[src/rtl/raytrace_pkg.sv]
// Shared types for the ray-trace pixel path: screen geometry, pixel/world structs, sequencer states.
package raytrace_pkg;

    localparam int unsigned SCREEN_W  = 640;
    localparam int unsigned SCREEN_H  = 480;
    localparam int unsigned COORD_W   = 10;
    localparam int unsigned FB_ADDR_W = 19;
    localparam int unsigned HIT_CNT_W = 20;

    typedef struct packed {
        logic [COORD_W-1:0] x;
        logic [COORD_W-1:0] y;
        logic [COORD_W-1:0] z;
    } Pixel_s;

    typedef struct packed {
        Pixel_s             center;
        logic [COORD_W-1:0] radius;
    } World_s;

    typedef enum logic [2:0] {
        StIdle,
        StIssue,
        StWait,
        StWrite,
        StDone
    } seq_state_e;

endpackage

[src/rtl/raster_counter.sv]
// Raster-order x/y walker with a linear framebuffer address kept by increment (no multiply).
module raster_counter
    import raytrace_pkg::*;
#(
    parameter int unsigned H_RES = SCREEN_W,
    parameter int unsigned V_RES = SCREEN_H
) (
    input  logic                 clk,
    input  logic                 rst_n,
    input  logic                 clear,
    input  logic                 advance,
    output logic [COORD_W-1:0]   x,
    output logic [COORD_W-1:0]   y,
    output logic [FB_ADDR_W-1:0] addr,
    output logic                 last
);

    logic x_end;

    assign x_end = (x == COORD_W'(H_RES - 1));
    assign last  = x_end && (y == COORD_W'(V_RES - 1));

    // Holds on the final pixel so the address never wraps past H_RES*V_RES-1.
    always_ff @(posedge clk) begin
        if (!rst_n || clear) begin
            x    <= '0;
            y    <= '0;
            addr <= '0;
        end else if (advance && !last) begin
            addr <= addr + FB_ADDR_W'(1);
            if (x_end) begin
                x <= '0;
                y <= y + COORD_W'(1);
            end else begin
                x <= x + COORD_W'(1);
            end
        end
    end

endmodule

[src/rtl/ray_pixel_sequencer.sv]
// Feeds raster-order pixels to the ray core and writes its hit/miss results to the framebuffer.
// Optional RAY_SEQ_HIT_COUNT_EN adds a per-frame hit counter output.
module ray_pixel_sequencer
    import raytrace_pkg::*;
#(
    parameter int unsigned H_RES        = SCREEN_W,
    parameter int unsigned V_RES        = SCREEN_H,
    parameter int unsigned Z_PLANE      = 31,
    parameter int unsigned CORE_LATENCY = 4
) (
    input  logic                 clk,
    input  logic                 rst_n,
    input  logic                 start,
    output Pixel_s               pixel,
    input  logic                 less_than_zero,
    output logic                 fb_valid,
    input  logic                 fb_ready,
    output logic [FB_ADDR_W-1:0] fb_addr,
    output logic                 fb_data,
    output logic                 busy,
    output logic                 frame_done
`ifdef RAY_SEQ_HIT_COUNT_EN
    ,
    output logic [HIT_CNT_W-1:0] hit_count
`endif
);

    localparam int unsigned LAT_W = (CORE_LATENCY > 1) ? $clog2(CORE_LATENCY) : 1;

    seq_state_e         state, state_next;
    logic [LAT_W-1:0]   lat_cnt;
    logic [COORD_W-1:0] x, y;
    logic               last, clear, advance, handshake;

    raster_counter #(
        .H_RES (H_RES),
        .V_RES (V_RES)
    ) u_raster (
        .clk     (clk),
        .rst_n   (rst_n),
        .clear   (clear),
        .advance (advance),
        .x       (x),
        .y       (y),
        .addr    (fb_addr),
        .last    (last)
    );

    assign handshake  = (state == StWrite) && fb_ready;
    assign fb_valid   = (state == StWrite);
    assign busy       = (state != StIdle);
    assign frame_done = (state == StDone);

    always_comb begin
        state_next = state;
        clear      = 1'b0;
        advance    = 1'b0;
        case (state)
            StIdle: begin
                if (start) begin
                    clear      = 1'b1;
                    state_next = StIssue;
                end
            end
            StIssue: state_next = StWait;
            StWait: begin
                if (lat_cnt == '0) state_next = StWrite;
            end
            StWrite: begin
                if (handshake) begin
                    advance    = 1'b1;
                    state_next = last ? StDone : StIssue;
                end
            end
            StDone:  state_next = StIdle;
            default: state_next = StIdle;
        endcase
    end

    always_ff @(posedge clk) begin
        if (!rst_n) begin
            state   <= StIdle;
            pixel   <= '{x: '0, y: '0, z: COORD_W'(Z_PLANE)};
            lat_cnt <= '0;
            fb_data <= 1'b0;
        end else begin
            state <= state_next;
            if (state == StIssue) begin
                pixel   <= '{x: x, y: y, z: COORD_W'(Z_PLANE)};
                lat_cnt <= LAT_W'(CORE_LATENCY - 1);
            end else if (state == StWait && lat_cnt != '0) begin
                lat_cnt <= lat_cnt - LAT_W'(1);
            end
            // Core reports miss; framebuffer stores hit.
            if (state == StWait && lat_cnt == '0) fb_data <= ~less_than_zero;
        end
    end

`ifdef RAY_SEQ_HIT_COUNT_EN
    always_ff @(posedge clk) begin
        if (!rst_n) begin
            hit_count <= '0;
        end else if (state == StIdle && start) begin
            hit_count <= '0;
        end else if (handshake && fb_data) begin
            hit_count <= hit_count + HIT_CNT_W'(1);
        end
    end
`endif

endmodule

[config.mk]
export PLATFORM = sky130hd
export DESIGN_NAME = ray_pixel_sequencer
export DESIGN_NICKNAME = d
export VERILOG_FILES = /design/src/rtl/raytrace_pkg.sv /design/src/rtl/raster_counter.sv /design/src/rtl/ray_pixel_sequencer.sv
export SDC_FILE = /design/constraint.sdc
export NUM_CORES = 1
export LEC_CHECK = 0
export BUFFER_PORTS_ARGS = -buffer_cell sky130_fd_sc_hd__buf_2
export CORE_UTILIZATION = 35
export DETAILED_ROUTE_END_ITERATION = 8
export PLACE_DENSITY = 0.59
export SKIP_CTS_REPAIR_TIMING = 1
export SYNTH_ARGS = -nofsm -noshare
export SYNTH_HDL_FRONTEND = slang
export SYNTH_SLANG_ARGS = --single-unit
[constraint.sdc]
create_clock -name clk -period 2.82 [get_ports clk]
set_clock_uncertainty 0.2 [all_clocks]
set_input_delay 0 -clock clk [delete_from_list [all_inputs] [get_ports clk]]
set_output_delay 0 -clock clk [all_outputs]
set_load 0.005 [all_outputs]
## Word-level counts from Yosys, hierarchy flattened

Cells that the tools add are included.

- Register bits after elaboration: 65
- Logic and storage cells: 49

- Add/sub/neg operators: 4
- Equality and inequality tests: 9
- Mux-type cells: 12
- Bitwise logic cells: 1
- Reductions and logical operators: 15

Operators with widths:

| kind | count |
|---|---|
| adder 10 x 1 -> 10 bit (second input constant) | 2 |
| adder 19 x 1 -> 19 bit (second input constant) | 1 |
| 2-to-1 mux 3 bit | 4 |
| one-hot mux 3 bit (4 select lines) | 1 |
| equality test 10 bit (second input constant) | 1 |
| equality test 10 x 9 -> 1 bit (second input constant) | 1 |
| 2-to-1 mux 10 bit | 1 |
| equality test 3 x 2 -> 1 bit (second input constant) | 2 |
| logical AND 1 bit | 5 |
| 2-to-1 mux 1 bit | 4 |
| 2-to-1 mux 2 bit | 2 |
| != test 2 x 1 -> 1 bit (second input constant) | 2 |
| nonzero test 2 bit | 2 |
| equality test 3 x 1 -> 1 bit (second input constant) | 1 |
| equality test 3 bit (second input constant) | 1 |
| zero test 3 bit | 1 |
| AND reduction 3 bit | 1 |
| nonzero test 3 bit | 1 |
| zero test 1 bit | 2 |
| zero test 2 bit | 1 |
| != test 2 bit (second input constant) | 1 |
| AND reduction 2 bit | 1 |
| subtractor 2 x 1 -> 2 bit (second input constant) | 1 |
| logical OR 1 bit | 1 |
| NOT 1 bit | 1 |

## Depth between registers and ports, before layout

Gate-level depths: netlist of the first run.

- Word-level depth: 6
- Gate-level depth with buffers: 7
- Depth with buffers taken out: 5

## By module

Synthesis of the first run repeated with hierarchy kept, for this count alone.

- Cells, all modules: 343
- Area total of the unflattened synthesis: 3194.3 um2

Modules (own cells, without submodules):

| module | instances | cells an instance | area an instance (um2) |
|---|---|---|---|
| raster_counter | 1 | 232 | 2013.2 |
| ray_pixel_sequencer | 1 | 111 | 1181.1 |

## Worst setup path before layout of the first run

Ideal clock, no wire load.

- Kind: register to register
- Start point: register u_raster.x[0]
- End point: register u_raster.y[5]
- Library setup time: 70 ps
- Arrival time: 1933 ps
- Data required time: 2550 ps
- Slack: 617 ps
- Stages on the path, launching flop included: 7
- Path buffers: 1
- Clock period less this slack: 2203 ps
- Path through: dfxtp_1 -> ha_1 -> nand4b_4 -> or4_1 -> clkbuf_2 -> or4_1 -> a21oi_1

- Cells in the longest elaborated chain, start to end: 5

RTL lines:

| element | line | source |
|---|---|---|
| from (decl) | raster_counter.sv:12 | `output logic [COORD_W-1:0] x,` |
| from (signal assigned) | raster_counter.sv:35 | `x <= x + COORD_W'(1);` |
| equality test 10 bit (*) | raster_counter.sv:20 | `assign x_end = (x == COORD_W'(H_RES - 1));` |
| logical AND 1 bit | raster_counter.sv:21 | `assign last = x_end && (y == COORD_W'(V_RES - 1));` |
| zero test 1 bit | raster_counter.sv:29 | `end else if (advance && !last) begin` |
| logical AND 1 bit | raster_counter.sv:29 |  |
| AND reduction 2 bit (no source line) (*) | n/a |  |
| to (signal assigned) | raster_counter.sv:33 | `y <= y + COORD_W'(1);` |
| to (decl) | raster_counter.sv:13 | `output logic [COORD_W-1:0] y,` |

Mark *: on every way between the ends. The rest lies on a longest branch, timed or not.
A chain may end at the register's enable or synchronous reset.

## Final worst setup path of the first run

- Start point: register u_raster.x[0]
- End point: register state[0]

- Cells in the longest elaborated chain, start to end: 5

RTL lines:

| element | line | source |
|---|---|---|
| equality test 10 bit | raster_counter.sv:20 |  |
| logical AND 1 bit | raster_counter.sv:21 |  |
| 2-to-1 mux 3 bit | ray_pixel_sequencer.sv:72 | `state_next = last ? StDone : StIssue;` |
| 2-to-1 mux 3 bit | ray_pixel_sequencer.sv:70 | `if (handshake) begin` |
| one-hot mux 3 bit (4 select lines) | ray_pixel_sequencer.sv:58 | `case (state)` |
| to (signal assigned) | ray_pixel_sequencer.sv:82 | `state <= StIdle;` |
| to (signal assigned) | ray_pixel_sequencer.sv:87 | `state <= state_next;` |
| to (decl) | ray_pixel_sequencer.sv:30 | `seq_state_e state, state_next;` |

No other way between the ends. The select of a mux whose other input is x is not followed.

==> results of run 1 <==
## worst min-delay path, stage by stage
cell and delay, ps:
dlygate4sd3_1 520, buf_2 90, a311oi_1 70
## kinds of logic after synthesis
kind of cell             count (synthesis)
AO/OA/AOI/OAI                           97
AND/OR/NAND/NOR                        172
flip-flops                              65
adder cells (fa/ha/maj)                  4
buffers and inverters                   50
XOR/XNOR                                 2
multiplexers                            19
other                                    2
## cells in the mapped netlist (2+ instances only)
master | n | area share (%)
nand3_1 | 18 | 2.6
a2111oi_0 | 3 | 0.76
nand3b_1 | 2 | 0.44
clkbuf_8 | 4 | 1.6
a2111o_1 | 8 | 2.6
ha_1 | 4 | 1.5
nor2_1 | 7 | 0.76
mux2i_1 | 17 | 4.9
and3_1 | 5 | 0.91
buf_2 | 2 | 0.29
clkbuf_1 | 24 | 2.6
a221oi_1 | 2 | 0.51
a2bb2oi_1 | 2 | 0.51
o31ai_1 | 4 | 0.87
and2_1 | 9 | 1.6
nand4_1 | 12 | 2.2
o211ai_1 | 4 | 0.87
inv_1 | 6 | 0.65
o21a_1 | 2 | 0.44
mux2_2 | 2 | 0.65
o21ai_0 | 12 | 1.7
or3_1 | 19 | 3.4
clkbuf_2 | 2 | 0.29
a21oi_1 | 44 | 6.4
nand2b_1 | 2 | 0.36
nor4_1 | 2 | 0.36
dfxtp_1 | 65 | 38
or4_1 | 5 | 1.1
nor4bb_1 | 2 | 0.58
xor2_1 | 2 | 0.51
nor3_1 | 2 | 0.29
conb_1 | 2 | 0.22
and4_1 | 4 | 1.0
nand2_1 | 71 | 7.7
a211oi_1 | 9 | 2.0
buf_4 | 10 | 2.2
## per-stage QoR
step	util (%)	hold slack, ps	power, mW
floorplan	-	-90.3	1.10
global placement	39.5	-1.87	1.13
detailed placement	39.5	9.08	1.13
CTS	42.0	-377	2.05
global route	42.4	191	2.12
finish	42.4	169	2.03
## cell type report
class / count / area (um2) / area share [%]
clock buffers: 12 / 155 / 3.90
clock inverters: 4 / 75.1 / 1.89
inverters: 6 / 22.5 / 0.566
multi-input cells: 304 / 1880 / 47.3
flip-flops and latches: 65 / 1300 / 32.7
well taps: 129 / 161 / 4.06
repair buffers: 65 / 380 / 9.57
## per-layer routing
layer	global-route usage, %	vias up
met1	21.5	1443
met5	0	-
met3	4.28	12
met4	6.24	0
li1	-	1551
met2	27.7	73
## power breakdown
part	switching [mW]	internal [mW]	total, mW
clock	0.369	0.546	0.915
combinational	0.111	0.0665	0.177
sequential	0.00785	0.928	0.936
## path summary, 6_finish.rpt
path                                startpoint   endpoint  slack (ps)  depth (start not counted)
worst max-delay path             u_raster.x[0]   state[0]         220                          7
worst min-delay path            less_than_zero    fb_data         170                          3
worst max register to register   u_raster.x[0]   state[0]         220                          7
worst min register to register       pixel[22]  pixel[22]         250                          2
## state kept, by name (all words and copies together) (netlist names)
| signal | cells |
|---|---|
| state | 3 |
| u_raster.x | 10 |
| fb_data | 1 |
| pixel | 20 |
| u_raster.y | 10 |
| u_raster.addr | 19 |
| lat_cnt | 2 |
==> out/metrics.csv, run 1 <==
metric;value;unit
outcome;complete, no violations;
ant diodes;0;
IO Pins;58;
pin count of the biggest net entering global routing;42;
CTS buffer count;9;
Post-Synth Adder-Cell Area;1.45;%
commonest non-fill, non-tap cells in the layout;nand2_1 (71), dfxtp_1 (65), buf_2 (47);
CP max stage cell;dlygate4sd3_1;
Die Span X;101;um
Post-synth EDFFs;0;
Root Buffer Master;clkbuf_8;
Compound-Gate Fraction of Synth Area;18.4;%
clk slew on worst S/H paths;80;ps
arrival time worst endpoint;2640;ps
Tot GR Track Use;16.9;%
Final Net Count;460;
Mapped Avg Cell Area;8.39;um2
Initial Util;36.8;%
cell count after synthesis;411;
Cell Area, Placed;3710;um2
Rel. slew slack;56.7;%
Worst Tran Pin Value;650;ps
final WL;8230;um
largest family of logic cells by synthesized area;simple AND/OR/NAND/NOR gates;
global-route wire length before repair;13600;um
Buf/Inv on CP;2;
Fillers;974;
vias;3079;
highest routed layer;met4;
top achievable clock speed;0.384;GHz
Die ar.;10300;um2
Metal-1 WL;3860;um
CP Data Required Time;2860;ps
critical path's top delay family;buffers and inverters;
VDD IR-drop max;0.323;mV
Ys Warns;0;
Post-synth ARST share;0;%
TritonCTS Sinks;65;
Wirelength per Cell;14.1;um
Pins Over Slew Limit;0;
GR Overflow Total;0;
P per Cell Area;510;nW/um2
fin worst setup slack;219;ps
Rows;35;
Final ANT Viol Nets;0;
setup TNS;0;ps
Die H;101;um
DP Wirelength;5480;um
Placer Congestion;0.802;
Critical Path Max Stage Delay;540;ps
clock tree buffer depth;2;
P&R area growth vs syn;15.3;%
Tmin final;2600;ps
PortBufs;47;
initial antenna violation count;0;
vias in the first global route;2810;
CTS tree;yes;
initial DRC count;108;
layout cell share with drive strength beyond 1;19.5;%
met2 routed WL;3850;um
prevailing post-synth register cell;dfxtp_1;
CP Max Fanout;6;
post-synthesis sequential area ratio;37.7;%
mux contribution to synthesized area;5.59;%
Post-Synth XOR/XNOR Area;0.508;%
crit path kind;reg2reg;
H-tree depth;3;
pre-CTS setup slack;248;ps
simple-gate area share of the yosys netlist;27.4;%
met3 wire len;410;um
Final Instance Count excl. Fillers;585;
DRC violations left;0;
RSZ-0062 raised after global routing;false;
final hold vios;0;
Static Leak;1.52;nW
max-cap check violation count;0;
routed vias/inst;5.26;
Skew-Pair Late Insertion Delay;350;ps
Final Setup Violations;0;
DR pass1 iterations;4;
most common cell after layout, fill and taps aside;nand2_1;
Worst Setup End Kind;register;
startpoint types;register;
synthesized area;3450;um2
Post-Place Cells;565;
crit-path cells;ha_1, nand4b_4, nor4_4, buf_4, a31oi_1, o21a_1, dlygate4sd3_1;
post-route cell area;3980;um2
Hold Crit Class;in2reg;
post-synthesis register bit count;65;
CORE AREA;9370;um2
period utilization;92.2;%
Yosys cell types;57;
No activity file was read; power rests on OpenSTA's default activity.
==> inputs of run 2 (changes only) <==
BUFFER_PORTS_ARGS = not set   (was -buffer_cell sky130_fd_sc_hd__buf_2)
CORE_MARGIN = 2   (was not set)
DONT_BUFFER_PORTS = 1   (was not set)
PLACE_DENSITY = 0.54   (was 0.59)
==> out/metrics.csv, run 2 (synthesized netlist as in run 1, its figures left out) <==
metric;value;unit;change
Tot GR Track Use;16.4;%;was 16.9%
Critical Path Max Stage Delay;540;ps;about the same
commonest non-fill, non-tap cells in the layout;nand2_1 (71), dfxtp_1 (65), a21oi_1 (44);;was nand2_1 (71), dfxtp_1 (65), buf_2 (47)
Die H;103;um;was 101 um
Rows;36;;was 35
GR Overflow Total;0;;unchanged
Hold Worst Slack;-9.71;ps;was 169 ps
top achievable clock speed;0.373;GHz;was 0.384 GHz
sequential share of power;47.4;%;was 46.1%
period utilization;95.0;%;was 92.2%
P per Cell Area;531;nW/um2;was 510 nW/um2
sw frac;24.8;%;was 24.0%
crit path kind;reg2reg;;unchanged
global-route wire length before repair;13700;um;was 13600 um
initial DRC count;119;;was 108
DRC violations left;0;;unchanged
P&R area growth vs syn;7.84;%;was 15.3%
failing checks;negative hold slack;;
initial antenna violation count;0;;unchanged
routed vias/inst;5.34;;was 5.26
Biggest register;pixel;;unchanged
final hold vios;2;;was 0
pre-CTS setup slack;286;ps;was 248 ps
final WL;8330;um;was 8230 um
CORE AREA;9680;um2;was 9370 um2
Wirelength per Cell;15.4;um;was 14.1 um
arrival time worst endpoint;2710;ps;was 2640 ps
CP Data Required Time;2850;ps;was 2860 ps
Hold Crit Class;in2reg;;unchanged
Die ar.;10700;um2;was 10300 um2
CTS tree;yes;;unchanged
internal power of the cells;1.48;mW;was 1.54 mW
pin count of the biggest net entering global routing;42;;unchanged
DR pass1 iterations;4;;unchanged
Largest regs;pixel x20, u_raster.addr x19;;unchanged
Placer Congestion;0.785;;was 0.802
Pins Over Slew Limit;0;;unchanged
IO Pins;58;;unchanged
Die Span X;103;um;was 101 um
Root Buffer Master;clkbuf_8;;unchanged
ant diodes;0;;unchanged
Static Leak;1.25;nW;was 1.52 nW
CP max stage cell;dlygate4sd3_1;;unchanged
DP Wirelength;5480;um;about the same
RSZ-0062 raised after global routing;false;;unchanged
Comb power frac;8.8;%;was 8.7%
Initial Util;35.6;%;was 36.8%
H-tree depth;3;;unchanged
clk slew on worst S/H paths;70;ps;was 80 ps
Tmin final;2680;ps;was 2600 ps
Buf/Inv on CP;2;;unchanged
most common cell after layout, fill and taps aside;nand2_1;;unchanged
Final Setup Violations;0;;unchanged
sw power;0.491;mW;was 0.488 mW
TritonCTS Sinks;65;;unchanged
Largest register FFs;20;;unchanged
max-cap check violation count;0;;unchanged
crit-path cells;nor3b_1, and2_1, buf_4, a31oi_1, o21a_1, dlygate4sd3_1;;was ha_1, nand4b_4, nor4_4, buf_4, a31oi_1, o21a_1, dlygate4sd3_1
Final ANT Viol Nets;0;;unchanged
Worst Setup End Kind;register;;unchanged
Clk pwr share;43.8;%;was 45.1%
layout cell share with drive strength beyond 1;10.0;%;was 19.5%
Final Net Count;412;;was 460
VDD IR-drop max;0.224;mV;was 0.323 mV
Skew-Pair Late Insertion Delay;350;ps;about the same
vias;2889;;was 3079
setup TNS;0;ps;unchanged
Rel. slew slack;55.0;%;was 56.7%
CP Max Fanout;35;;was 6
outcome;finished with violations;;was complete, no violations
CTS buffer count;9;;unchanged
critical path's top delay family;buffers and inverters;;unchanged
Worst Tran Pin Value;675;ps;was 650 ps
vias in the first global route;2681;;was 2810
clock tree buffer depth;2;;unchanged
PortBufs;0;;was 47
startpoint types;register;;unchanged
fin worst setup slack;140;ps;was 219 ps
run 2: final timing paths:
| kind | startpoint | end | slack [ps] | cells after the start |
|---|---|---|---|---|
| worst max-delay path | u_raster.y[4] | state[0] | 140 | 6 |
| worst min-delay path | rst_n | u_raster.addr[1] | -10 | 2 |
| worst max register to register | u_raster.y[4] | state[0] | 140 | 6 |
| worst min register to register | pixel[20] | pixel[20] | 270 | 2 |
run 2: power by group through the flow:
| stage | combinational, mW | sequential, mW | clock, mW |
|---|---|---|---|
| after CTS | 0.169 | 0.936 | 0.888 |
| after global routing | 0.197 | 0.938 | 0.925 |
| final | 0.174 | 0.936 | 0.865 |
| after global placement | 0.167 | 0.957 | 0 |
| after detailed placement | 0.168 | 0.958 | 0 |
| after floorplan | 0.142 | 0.954 | 0 |
run 2: worst reg2reg max path: stages, from the launching register on:
cell and delay [ps]:
dfxtp_1 410, nor3b_1 520, and2_1 200, buf_4 340
a31oi_1 160, o21a_1 200, dlygate4sd3_1 540
run 2: metrics by stage:
stage / instance area, um2 / utilization (%) / cells / power (mW)
after floorplan: 3480 / - / 419 / 1.10
after global placement: 3470 / 35.8 / 521 / 1.12
after detailed placement: 3470 / 35.8 / 521 / 1.13
after CTS: 3680 / 38.0 / 537 / 1.99
after global routing: 3720 / 38.4 / 541 / 2.06
final: 3720 / 38.4 / 541 / 1.98
run 2: area by class of cell:
class | count | area [um2]
fillers | 1009 | 5970
multi-input cells | 304 | 1880
flip-flops and latches | 65 | 1300
well taps | 133 | 166
repair buffers | 17 | 138
clock buffers | 10 | 128
clock inverters | 6 | 82.6
inverters | 6 | 22.5
run 2: layer usage:
layer,vias to the layer above,track usage (%),wire length (um)
li1,1461,-,-
met1,1364,21.4,4010
met2,55,26.2,3860
met3,9,5.31,383
met4,0,4.76,83
met5,-,0,0
